<file path="config.mk">
export PLATFORM = sky130hd
export DESIGN_NAME = div_inverse_check
export DESIGN_NICKNAME = d
export VERILOG_FILES = /design/src/rtl/div_inverse_pkg.sv /design/src/rtl/abs_diff16.sv /design/src/rtl/div_inverse_check.sv
export SDC_FILE = /design/constraint.sdc
export NUM_CORES = 1
export LEC_CHECK = 0
export ABC_AREA = 1
export CAP_MARGIN = 20
export CORE_AREA = 10 10 105 201
export DETAILED_ROUTE_END_ITERATION = 8
export DIE_AREA = 0 0 115 211
export DONT_BUFFER_PORTS = 1
export HOLD_SLACK_MARGIN = 0.03
export PLACE_DENSITY = 0.69
export RECOVER_POWER = 25
export SYNTH_ARGS = -nofsm -noshare
export SYNTH_HDL_FRONTEND = slang
export SYNTH_SLANG_ARGS = --single-unit
</file>
<file path="constraint.sdc">
create_clock -name clk -period 3.99 [get_ports clk]
set_input_delay 0.798 -clock clk [delete_from_list [all_inputs] [get_ports clk]]
set_output_delay 0.798 -clock clk [all_outputs]
set_load 0.005 [all_outputs]
</file>
<file path="src/rtl/div_inverse_pkg.sv">
// Shared widths and FSM state encoding for the divider inverse checker.
// Reconstructs q*d+r with a shift-add multiplier and reports the error against n.
package div_inverse_pkg;

  localparam int Q_W       = 8;
  localparam int D_W       = 8;
  localparam int N_W       = 16;
  localparam int SUM_W     = 32;
  localparam int CNT_W     = 16;
  localparam int MUL_STEPS = 8;
  localparam int STEP_W    = 3;

  typedef enum logic [1:0] {
    IDLE = 2'd0,
    MUL  = 2'd1,
    ERR  = 2'd2,
    DONE = 2'd3
  } state_t;

endpackage

</file>
<file path="src/rtl/abs_diff16.sv">
// Combinational 16-bit unsigned absolute difference |a - b|.
module abs_diff16 (
  input  logic [15:0] a,
  input  logic [15:0] b,
  output logic [15:0] y
);

  always_comb begin
    y = '0;
    if (a >= b) y = a - b;
    else        y = b - a;
  end

endmodule

</file>
<file path="src/rtl/div_inverse_check.sv">
// Checks a divider result by rebuilding n_hat = q*d + r and accumulating |n - n_hat|.
// Handshakes: a transfer happens on an edge where valid && ready; valid holds data stable until then.
module div_inverse_check
  import div_inverse_pkg::*;
(
  input  logic                clk,
  input  logic                rst_n,
  input  logic                in_valid,
  output logic                in_ready,
  input  logic [Q_W-1:0]      q,
  input  logic [D_W-1:0]      d,
  input  logic [Q_W-1:0]      r,
  input  logic [N_W-1:0]      n,
  input  logic                acc_clr,
  output logic                out_valid,
  input  logic                out_ready,
  output logic [N_W-1:0]      n_hat,
  output logic [N_W-1:0]      err,
  output logic [SUM_W-1:0]    err_sum,
  output logic [CNT_W-1:0]    sample_cnt
);

  state_t             state;
  state_t             state_next;

  logic [Q_W-1:0]     mplier;
  logic [N_W-1:0]     mcand;
  logic [N_W-1:0]     acc;
  logic [N_W-1:0]     n_lat;
  logic [STEP_W-1:0]  step;
  logic               err_phase;
  logic [N_W-1:0]     diff;
  logic               commit;
  logic [SUM_W:0]     sum_wide;

  assign in_ready  = (state == IDLE);
  assign out_valid = (state == DONE);

  // ERR spans two edges (settle, then commit) so out_valid lands 10 edges after accept.
  assign commit = (state == ERR) && err_phase;

  abs_diff16 u_abs_diff (
    .a (n_lat),
    .b (acc),
    .y (diff)
  );

  always_ff @(posedge clk) begin
    if (!rst_n) state <= IDLE;
    else        state <= state_next;
  end

  always_comb begin
    state_next = state;
    case (state)
      IDLE: if (in_valid) state_next = MUL;
      MUL:  if (step == STEP_W'(MUL_STEPS - 1)) state_next = ERR;
      ERR:  if (err_phase) state_next = DONE;
      DONE: if (out_ready) state_next = IDLE;
      default: state_next = IDLE;
    endcase
  end

  always_ff @(posedge clk) begin
    if (!rst_n) begin
      mplier    <= '0;
      mcand     <= '0;
      acc       <= '0;
      n_lat     <= '0;
      step      <= '0;
      err_phase <= 1'b0;
      n_hat     <= '0;
      err       <= '0;
    end else begin
      case (state)
        IDLE: begin
          if (in_valid) begin
            mplier    <= q;
            mcand     <= {{(N_W-D_W){1'b0}}, d};
            acc       <= {{(N_W-Q_W){1'b0}}, r};
            n_lat     <= n;
            step      <= '0;
            err_phase <= 1'b0;
          end
        end
        MUL: begin
          if (mplier[0]) acc <= acc + mcand;
          mcand  <= mcand << 1;
          mplier <= mplier >> 1;
          step   <= step + 1'b1;
        end
        ERR: begin
          if (!err_phase) begin
            err_phase <= 1'b1;
          end else begin
            n_hat <= acc;
            err   <= diff;
          end
        end
        default: ;
      endcase
    end
  end

  assign sum_wide = {1'b0, err_sum} + {{(SUM_W+1-N_W){1'b0}}, diff};

  // Clear wins over a coinciding commit so the in-flight sample is dropped.
  always_ff @(posedge clk) begin
    if (!rst_n) begin
      err_sum    <= '0;
      sample_cnt <= '0;
    end else if (acc_clr) begin
      err_sum    <= '0;
      sample_cnt <= '0;
    end else if (commit) begin
      err_sum    <= sum_wide[SUM_W] ? {SUM_W{1'b1}} : sum_wide[SUM_W-1:0];
      if (sample_cnt != {CNT_W{1'b1}}) sample_cnt <= sample_cnt + 1'b1;
    end
  end

endmodule

</file>
==> flow_summary_export.csv <==
group,metric,value,unit
routing,first_pass_iters,6,
floorplan,initial_core_util,54.3,%
worst_hold_path,hold_path.class,"reg2reg",
cts,cts_buffers,17,
yosys,seq_area_frac_synth,29.4,%
cts,htreeDepth,4,
yosys,synth_ff_type,"dfxtp_1",
yosys,syn-cell-area,9660,um2
grt,grt.total_usage,23.7,%
sta,timing.fmax,0.272,GHz
layout,syn_to_final_growth,9.22,%
floorplan,die-height,211,um
cts,cts_tree,"built",
routing,via_per_inst,5.60,
floorplan,design.die.area,24300,um2
layout,stdcell_count,1701,
yosys,synth-async-reset-ratio,0,%
floorplan,die_w,115,um
worst_setup_path,critPathArrivalTime,3.97,ns
floorplan,core_area,17800,um2
power_and_ir_drop,leakagePower,4.96,nW
grt,grt.overflow.total,0,
yosys,yosysUniqueCellTypes,47,
run_status,status,"complete, no violations",
placement,dpl.hpwl,22.9,mm
sta,setup_violations,0,
grt,grt_pass1_wl,45.9,mm
placement,routabilityCongestion,0.993,
cts,ctsRootBufferMaster,"clkbuf_16",
sta,hold_viol,0,
cts,clkTransAtPathRegs,0.06,ns
routing,wl_per_cell,17.1,um
routing,drc,0,
sta,max-slew-margin-rel,4.11,%
grt,first_global_vias,9300,
layout,finalInstanceArea,10600,um2
yosys,synth_edf_count,0,
layout,diodes,0,
layout,finalNetCount,1594,
floorplan,fp-row-count,69,
sta,tightest_slew,1.44,ns
yosys,ys_ff_latch,142,
cts,insertion_delay,0.44,ns
sta,hold_ws,0.465,ns
power_and_ir_drop,vdd_ir_drop_max,0.490,mV
layout,fillCellCount,1710,
yosys,syn_area_per_cell,6.50,um2
job,maxCapViolCount,0,
worst_setup_path,reg2reg_depth,23,
worst_setup_path,startpoint_type,"register",
sta,timing.final.crit_share,92.0,%
grt,grt_max_degree,69,
power_and_ir_drop,finalPower,8.92,mW
cts,clock-sinks,142,
floorplan,io-pin-count,127,
worst_setup_path,rrSetupSlack,0.32,ns
routing,postRouteAntennaNets,0,
yosys,synthesis.nets,1604,
placement,placed_area,9820,um2
power_and_ir_drop,p_per_area,845,nW/um2
routing,drt_iter0_markers,527,
sta,clock_skew,0.0107,ns
placement,dp.cells,1664,
routing,via_count,9532,
sta,fin_setup_tns,0,ns
yosys,ys_warn_count,0,
sta,fin_crit,3.67,ns
routing,routed_wl,29.1,mm
layout,multiInputGateArea,5900,um2
sta,slew_viol_final,0,
yosys,synthCells,1486,
worst_hold_path,holdPathStages,2,
worst_setup_path,required,4.29,ns
worst_setup_path,end_kind,"register",
layout,drive_gt1_share,7.66,%
layout,regArea,2840,um2
worst_setup_path,worstPathMaxFanout,13,
worst_setup_path,crit_type,"reg2reg",
grt,antenna_found_initial,0,
cts,cts_buffer_depth,2,
placement,io_buffer_count,0,
sequential cells by signal (all words and copies together), names as in the netlist:
register	flops
err_sum	32
acc	16
err	16
mcand	16
n_hat	16
n_lat	16
sample_cnt	16
mplier	8
step	3
state	2
err_phase	1
placed cells by master (no fill, tap or decap), types with 4 or more instances in the layout:
cell	n
inv_6	4
buf_4	17
o21ai_0	103
dfxtp_1	141
nor3_1	17
nand2_1	419
a31oi_1	20
xnor2_1	13
nand4_1	15
a21oi_1	144
ha_2	5
o21bai_1	8
nand3_1	79
clkbuf_16	17
nor2_1	102
a21oi_2	19
inv_1	199
nand2_2	4
xor2_1	20
ha_1	64
nand3_2	5
inv_2	6
through the flow:
| step | util (%) | worst slack (ns) |
|---|---|---|
| floorplan | - | 0.686 |
| CTS | 58.6 | 0.0294 |
| detailed placement | 55.2 | 0.0377 |
| global route | 59.3 | -0.0198 |
| global placement | 55.2 | 0.107 |
| finish | 59.3 | 0.319 |
report_power, final:
group | leakage, nW | switching, mW | internal (mW)
clock | 0.287 | 0.648 | 1.00
sequential | 1.15 | 0.161 | 1.62
combinational | 3.52 | 3.70 | 1.79
total | 4.96 | 4.51 | 4.41
logic make-up after synthesis:
kind of cell               after synthesis  synth area share [%]
xor gates and xnor gates                33                  2.99
adders and majority gates               73                  9.77
DFF                                    142                  29.4
buffers and inverters                  256                  10.5
and+or+nand+nor                        670                  29.5
AOI/OAI and AO/OA                      312                  17.8
layer usage:
| layer | global-route usage (%) | vias to the layer above | wire length [um] |
|---|---|---|---|
| li1 | - | 4811 | - |
| met1 | 21.0 | 4350 | 9850 |
| met2 | 44.9 | 269 | 15700 |
| met3 | 5.89 | 102 | 1720 |
| met4 | 15.3 | 0 | 1870 |
| met5 | 0 | - | 0 |
worst paths after layout:
kind	startpoint	to
max reg2reg	acc[6]	err_sum[16]
min	mplier[7]	mplier[7]
max	acc[6]	err_sum[16]
min reg2reg	mplier[7]	mplier[7]
final cells by class:
type / instances / area share, %
clock inverter: 12 / 1.49
sequential: 142 / 27.0
timing repair buffer: 20 / 1.62
tap: 213 / 2.53
multi-input combinational: 1089 / 55.9
inverter: 206 / 7.33
clock buffer: 19 / 4.20
critical path, cell delays in order, from the launching register on:
cell	delay (ns)
dfxtp_1	0.38
inv_1	0.08
ha_1	0.37
nand2_2	0.14
inv_1	0.08
a21oi_2	0.20
nand3_4	0.13
a21oi_4	0.19
buf_12	0.15
nand2_1	0.08
nand2_1	0.09
inv_1	0.06
fa_1	0.42
inv_1	0.11
nand3_1	0.09
nand3_2	0.11
nand3_2	0.08
nand2_1	0.10
nand2_1	0.11
nand2_4	0.16
buf_4	0.13
nand2_1	0.04
nor3_1	0.15
nor3_1	0.07
Yosys cell counts (2+ instances only):
cell / instances / area, um2
nand2_1: 421 / 1580
inv_1: 200 / 751
a21oi_1: 150 / 751
dfxtp_1: 142 / 2840
nor2_1: 104 / 390
o21ai_0: 103 / 515
nand3_1: 80 / 400
ha_1: 69 / 863
clkbuf_1: 28 / 105
a31oi_1: 20 / 125
xor2_1: 20 / 175
buf_2: 17 / 85.1
nor3_1: 17 / 85.1
nand4_1: 15 / 93.8
a21oi_2: 13 / 114
xnor2_1: 13 / 114
o21bai_1: 8 / 60.1
nand3_2: 6 / 60.1
inv_2: 5 / 18.8
o21ai_1: 5 / 25.0
buf_6: 4 / 45.0
fa_1: 4 / 80.1
a221oi_1: 3 / 26.3
nand2_2: 3 / 18.8
nand3b_1: 3 / 22.5
nor3_2: 3 / 30.0
nor4_1: 3 / 18.8
a211oi_1: 2 / 15.0
a21oi_4: 2 / 32.5
and2_1: 2 / 12.5
and3_1: 2 / 12.5
nor3_4: 2 / 32.5
nor3b_1: 2 / 15.0
o21a_1: 2 / 15.0
timing repair:
item | in CTS | in global routing
hold buffers | 0 | 0
gates resized for setup | 0 | 22
setup buffers | 0 | 5
setup endpoints to repair | 0 | 32
No activity file was read; power rests on OpenSTA's default activity.
